[src/rtl/triangle_stream_fifo.sv]
// triangle_stream_fifo
// Back-pressured queue of triangles between triangle setup and the rasteriser.
// The queue has DEPTH array entries and a registered show-ahead output stage.
// 'count' covers everything held: the unread array entries plus the output register.
//
// Handshake rules (both sides):
//  - A beat transfers on a rising edge where valid && ready.
//  - Producer side: in_ready does not depend on in_valid.
//  - Consumer side: out_valid/out_data are registered. They hold while out_ready is low.
module triangle_stream_fifo #(
    parameter int WI        = 8,
    parameter int WF        = 8,
    parameter int NUM_COORD = 9,
    parameter int ADDR_W    = 4,
    parameter int AF_THRESH = 12
) (
    input  logic                           Clk,
    input  logic                           Reset_n,
    input  logic                           flush,
    input  logic                           in_valid,
    output logic                           in_ready,
    input  logic [(WI+WF)*NUM_COORD-1:0]   in_data,
    output logic                           out_valid,
    input  logic                           out_ready,
    output logic [(WI+WF)*NUM_COORD-1:0]   out_data,
    output logic [ADDR_W:0]                count,
    output logic                           almost_full,
    output logic                           overflow
);

    localparam int              DW      = (WI + WF) * NUM_COORD;
    localparam int              DEPTH   = 1 << ADDR_W;
    localparam logic [ADDR_W:0] DEPTH_C = (ADDR_W + 1)'(DEPTH);
    localparam logic [ADDR_W:0] AF_C    = (ADDR_W + 1)'(AF_THRESH);

    logic [DW-1:0]     mem [DEPTH];
    logic [ADDR_W-1:0] wr_ptr;
    logic [ADDR_W-1:0] rd_ptr;
    logic              accept;
    logic              pop;
    logic              load;
    logic [ADDR_W:0]   arr_cnt;
    logic [ADDR_W:0]   count_next;

    // Handshake decode, array occupancy and next count.
    // The output stage only loads from entries already in the array before the edge.
    // There is no same-edge bypass from in_data to out_data.
    always_comb begin
        in_ready   = !flush && (count != DEPTH_C);
        accept     = in_valid && in_ready;
        pop        = out_valid && out_ready && !flush;
        arr_cnt    = count - {{ADDR_W{1'b0}}, out_valid};
        load       = !flush && (arr_cnt != '0) && (!out_valid || pop);
        count_next = count;
        if (accept && !pop) begin
            count_next = count + (ADDR_W + 1)'(1);
        end else if (pop && !accept) begin
            count_next = count - (ADDR_W + 1)'(1);
        end
    end

    // Payload storage. The array is left unreset because its contents are
    // ignored until they are written.
    always_ff @(posedge Clk) begin
        if (accept) begin
            mem[wr_ptr] <= in_data;
        end
    end

    // Pointers, output stage, count and flags.
    // Flush clears all of these except out_data.
    always_ff @(posedge Clk or negedge Reset_n) begin
        if (!Reset_n) begin
            wr_ptr      <= '0;
            rd_ptr      <= '0;
            count       <= '0;
            out_valid   <= 1'b0;
            out_data    <= '0;
            almost_full <= 1'b0;
            overflow    <= 1'b0;
        end else if (flush) begin
            wr_ptr      <= '0;
            rd_ptr      <= '0;
            count       <= '0;
            out_valid   <= 1'b0;
            almost_full <= 1'b0;
            overflow    <= 1'b0;
        end else begin
            if (in_valid && !in_ready) begin
                overflow <= 1'b1;
            end
            if (accept) begin
                wr_ptr <= wr_ptr + ADDR_W'(1);
            end
            if (load) begin
                rd_ptr    <= rd_ptr + ADDR_W'(1);
                out_data  <= mem[rd_ptr];
                out_valid <= 1'b1;
            end else if (pop) begin
                out_valid <= 1'b0;
            end
            count       <= count_next;
            almost_full <= (count_next >= AF_C);
        end
    end

endmodule

[config.mk]
export PLATFORM = sky130hd
export DESIGN_NAME = triangle_stream_fifo
export DESIGN_NICKNAME = d
export VERILOG_FILES = /design/src/rtl/triangle_stream_fifo.sv
export SDC_FILE = /design/constraint.sdc
export NUM_CORES = 2
export LEC_CHECK = 0
export BUFFER_PORTS_ARGS = -buffer_cell sky130_fd_sc_hd__buf_2
export CAP_MARGIN = 40
export CORE_ASPECT_RATIO = 1.5
export CORE_MARGIN = 2
export CORE_UTILIZATION = 60
export CTS_BUF_LIST = sky130_fd_sc_hd__clkbuf_4 sky130_fd_sc_hd__clkbuf_8 sky130_fd_sc_hd__clkbuf_16
export DETAILED_ROUTE_END_ITERATION = 6
export PLACE_DENSITY = 0.77
export SETUP_SLACK_MARGIN = 0.02
export SYNTH_ARGS = -nofsm -noshare
export SYNTH_HDL_FRONTEND = slang
export SYNTH_SLANG_ARGS = --single-unit
export TNS_END_PERCENT = 50
[constraint.sdc]
create_clock -name Clk -period 17.4 [get_ports Clk]
set_input_delay 2.61 -clock Clk [delete_from_list [all_inputs] [get_ports Clk]]
set_output_delay 2.61 -clock Clk [all_outputs]
set_load 0.05 [all_outputs]
# [Yosys cells after proc, flatten, opt, wreduce, memory -nomap -nowiden]
# Memories as Yosys holds them, arrays and structs flattened. A register that Yosys moved wholly into a read port is not among the register bits.
# Cells that the tools add are included.
[classes] add_sub_neg=5 muxes=15 reduce_logical=22 magnitude_cmp=1 bitwise_logic=1 eq_ne=1
[op_table] cell="two-way mux 4 bit" count=4
[op_table] cell="two-way mux 5 bit" count=3
[op_table] cell="logical AND 1 bit" count=9
[op_table] cell="adder 4 x 1 -> 4 bit, second input constant" count=2
[op_table] cell="two-way mux 1 bit" count=8
[op_table] cell="logical NOT 1 bit" count=6
[op_table] cell="nonzero test 2 bit" count=3
[op_table] cell="adder 5 x 1 -> 5 bit, second input constant" count=1
[op_table] cell="greater-or-equal comparator 5 x 4 -> 1 bit, second input constant" count=1
[op_table] cell="inequality test 5 bit, second input constant" count=1
[op_table] cell="nonzero test 5 bit" count=1
[op_table] cell="subtractor 5 x 1 -> 5 bit" count=1
[op_table] cell="subtractor 5 x 1 -> 5 bit, second input constant" count=1
[op_table] cell="nonzero test 3 bit" count=1
[op_table] cell="AND reduction 2 bit" count=1
[op_table] cell="logical OR 1 bit" count=1
[op_table] cell="inverter 1 bit" count=1
[word_totals] ram_bits=2304 word_cells=52 in_bits=149 reg_bits=16 output_inout_bits=153 mem_count=1
[memory_table] name="mem" depth=16 word_bits=144 rd=1 rd_clocked_by_memory_dff=1 write_ports=1 line_no="36" rtl="logic [DW-1:0] mem [DEPTH];"

# [Depth between registers and ports, before layout]
[depth] word_depth=9 mapped_depth=10 mapped_depth_nobuf=7

# [Least setup slack after synthesis]
# OpenSTA, ideal clock, no wires.
[synth_path] path_kind="input -> register" startpoint="in flush" endpoint="mem mem[12][0] (netlist name) (enable)" required_ps=16577 n_path_buf=1 setup_ps=823 arrival_ps=13136 setup_slack_ps=3441 path_stages=4 path_cell_list="clkbuf_1 > nor3b_4 > nand2_1 > nor3_1"
[synth_via] elab_chain_len=5
[synth_rtl] element="from (decl)" line_no="19" rtl="input logic flush,"
[synth_rtl] element="logical NOT 1 bit" line_no="49" rtl="in_ready = !flush && (count != DEPTH_C);"
[synth_rtl] element="logical AND 1 bit" line_no="49"
[synth_rtl] element="logical AND 1 bit" line_no="50" rtl="accept = in_valid && in_ready;"
[synth_rtl] element="two-way mux 1 bit" line_no="65" rtl="if (accept) begin"
[synth_rtl] element="two-way mux 1 bit (not written as such)" line_no="66" rtl="mem[wr_ptr] <= in_data;"
[synth_rtl] element="to (decl)" line_no="36"
# Every way passes these cells.

# [Worst setup path after layout]
[layout_path] startpoint="in flush" endpoint="out in_ready"
[layout_via] elab_chain_len=2
[layout_rtl] element="logical NOT 1 bit" line_no="49"
[layout_rtl] element="logical AND 1 bit" line_no="49"
[layout_rtl] element="to (decl)" line_no="21" rtl="output logic in_ready,"
# Every way passes these cells.

==> results_dict.tcl <==
set metrics [dict create \
    clkSinkCount 2464 \
    min_from "out_data[86]$_DFFE_PN0P_" \
    max-clock-path-buffers 3 \
    worst_hold_path_type "register to register" \
    clock_latency_ns 0.84 \
    grt_pass1_wl_mm 305 \
    portBuffers 301 \
    crit_slowest_cell "buf_2" \
    setup_slack_ns 11.55 \
    overflow 0 \
    maxCapViolCount 0 \
    grt_pass1_vias 45400 \
    cts_hold_buf 0 \
    syn_inst 3931 \
    setup_tns_ns 0 \
    cp_max_fo 20 \
    dieArea_mm2 0.158 \
    yosys_warnings 0 \
    htreeDepth 4 \
    initial_core_util_pct 60.5 \
    firstDrtPassIters 5 \
    die_y_um 485 \
    fin_crit_ns 5.85 \
    crit_required_ns 14.79 \
    comb_power_share_pct 20.7 \
    slew_headroom_pct 28.0 \
    clock-root-buffer "clkbuf_16" \
    power.density_mw_per_mm2 142 \
    first_iter_violations 5127 \
    drc 0 \
    p_int_mw 10.6 \
    cts_tree "built" \
    rsz0062_at_grt "no" \
    seqPwrFrac_pct 47.2 \
    antenna_found_initial 57 \
    coreArea_mm2 0.153 \
    routedWlPerCell_um 31.6 \
    crit_type "primary input to output port" \
    leakagePower_nw 32.7 \
    final_cells 6552 \
    cp_top_family "buffers and inverters" \
    ant_nets 0 \
    drive_above_1_share_pct 29.9 \
    hold_viol 0 \
    slew_viol_final 0 \
    synth_area_mm2 0.0927 \
    post-place-ws_ns 10.76 \
    grt_max_degree 154 \
    worst_slew_pin_slew_ns 1.08 \
    startpoint_type "primary input" \
    arrival_ns 3.24 \
    syn_area_per_cell_um2 23.6 \
    dieWidth_um 325 \
    fin_skew_ns 0.0237 \
    syn-num-nets 4088 \
    whs_ns 0.485 \
    vdd_drop_max_uv 164 \
    reg2reg_from "rd_ptr[0]$_DFFE_PN0P_" \
    critPathMostFrequentCell "buf_2" \
    dr_total_vias 43100 \
    io_pins 302 \
    async_flop_share_pct 6.49 \
    period_share_pct 33.6 \
    path_cells "buf_2 -> nor2_1 -> buf_2" \
    cts_buffers 207 \
    clkSlewWorstSetupHoldPaths_ns 0.06 \
    wirelength_mm 207 \
    endpoint_kind "output port" \
    ys_seq_area_share_pct 79.0 \
    area_growth_pct 12.3 \
    gp_congestion 0.775 \
    row_count 176 \
    dpl.hpwl_mm 108 \
    cts_setup_buffers 0 \
    synth_edf_count 2304 \
    status "finished clean" \
    viasPerCell 6.57 \
    cp.buffers_inverters 2 \
    setup_viol 0 \
    synth.ff_latch_count 2464 \
    netlist-cell-type-count 39 \
    nNetsFinal 4471 \
    dp.cells 6152 \
    max_stage_delay_ns 0.32 \
    switching_share_pct 28.1 \
    synth_ff_type "edfxtp_1" \
    fmax_mhz 171 \
    crit_path_start "flush" \
    clkPwrFrac_pct 32.1 \
    grtUsageTotal_pct 26.7 \
    cts_resized 0 \
    switchingPower_mw 4.15 \
]
## state kept, by name (all words and copies together), names as in the netlist
signal       cells
count            5
mem           2304
out_valid        1
almost_full      1
out_data       144
wr_ptr           4
rd_ptr           4
overflow         1
## worst min-delay path: cells and delay by family, from the launching register on
kind            cells  cell delay, ns
flops               1            0.34
simple gates        1            0.05
compound gates      1            0.06
## power groups by stage
stage	logic, mW	clock network (mW)	registers [mW]
global route	3.26	5.02	6.99
global placement	2.99	0	7.09
floorplan	1.77	0	7.54
CTS	3.11	4.81	6.98
detailed placement	3.09	0	7.09
finish	3.06	4.75	6.97
## placed cells by master, fill, tap and decap left out, types with 46 or more instances in the layout
cell type     n
buf_2       300
buf_4        49
clkbuf_16   210
clkinv_2     46
dfrtp_1     156
edfxtp_1   2304
mux2i_1     291
mux4_2      576
nand2_1     151
o221ai_1    144
## routing by layer
| metal | up-vias | GRT usage [%] | share of wire [%] |
|---|---|---|---|
| li1 | 17500 | - | - |
| met1 | 23000 | 35.7 | 37 |
| met2 | 2158 | 44.7 | 51 |
| met3 | 411 | 5.80 | 9.3 |
| met4 | 60 | 8.04 | 2.7 |
| met5 | - | 0 | 0.17 |
## cell type report
class                      count  area, µm²
sequential                  2464      73200
multi-input combinational   1244      18400
fill                        9159      49200
tap                         2047       2560
antenna                       14       35.0
clock buffer                 270       5860
timing repair buffer         387       2760
inverter                      10       37.5
clock inverter               116       1180
## through the flow
step                cell area, µm²  power (mW)  utilization, %
floorplan                    92700        9.31               -
global placement             96400        10.1            62.9
detailed placement           97000        10.2            63.3
CTS                         104000        14.9            67.9
global route                104000        15.3            67.9
finish                      104000        14.8            67.9
## final timing paths
check                           cells after the start                         to  slack (ns)
worst max-delay path                                3                   in_ready       11.55
worst min-delay path                                2   out_data[86]$_DFFE_PN0P_        0.48
worst max register to register                      9   out_data[42]$_DFFE_PN0P_       12.53
worst min register to register                      2   out_data[86]$_DFFE_PN0P_        0.48
max in group asynchronous                           2   out_data[51]$_DFFE_PN0P_       14.24
min in group asynchronous                           1  out_data[106]$_DFFE_PN0P_        1.81
## cells by family after synthesis
| family | synth area share, % |
|---|---|
| mux | 17.1 |
| compound gates | 1.44 |
| simple gates | 0.967 |
| buf+inv | 1.25 |
| flops | 79.0 |
| xor+xnor | 0.103 |
| fa+ha+maj | 0.130 |
## cell usage after synthesis, types with 5 or more instances
library cell,number,area [µm²]
ha_1,8,100
edfxtp_1,2304,69200
mux2i_1,291,2910
mux4_2,576,13000
o221ai_1,144,1260
inv_1,10,37.5
nor2_1,14,52.6
clkbuf_1,68,255
nand2b_1,5,31.3
dfrtp_1,160,4000
buf_6,12,135
buf_2,50,250
buf_1,37,139
and2_1,9,56.3
nor3_1,8,40.0
buf_4,46,345
xnor2_1,7,61.3
nand2_1,152,571
(Power assumes the default switching activity.)
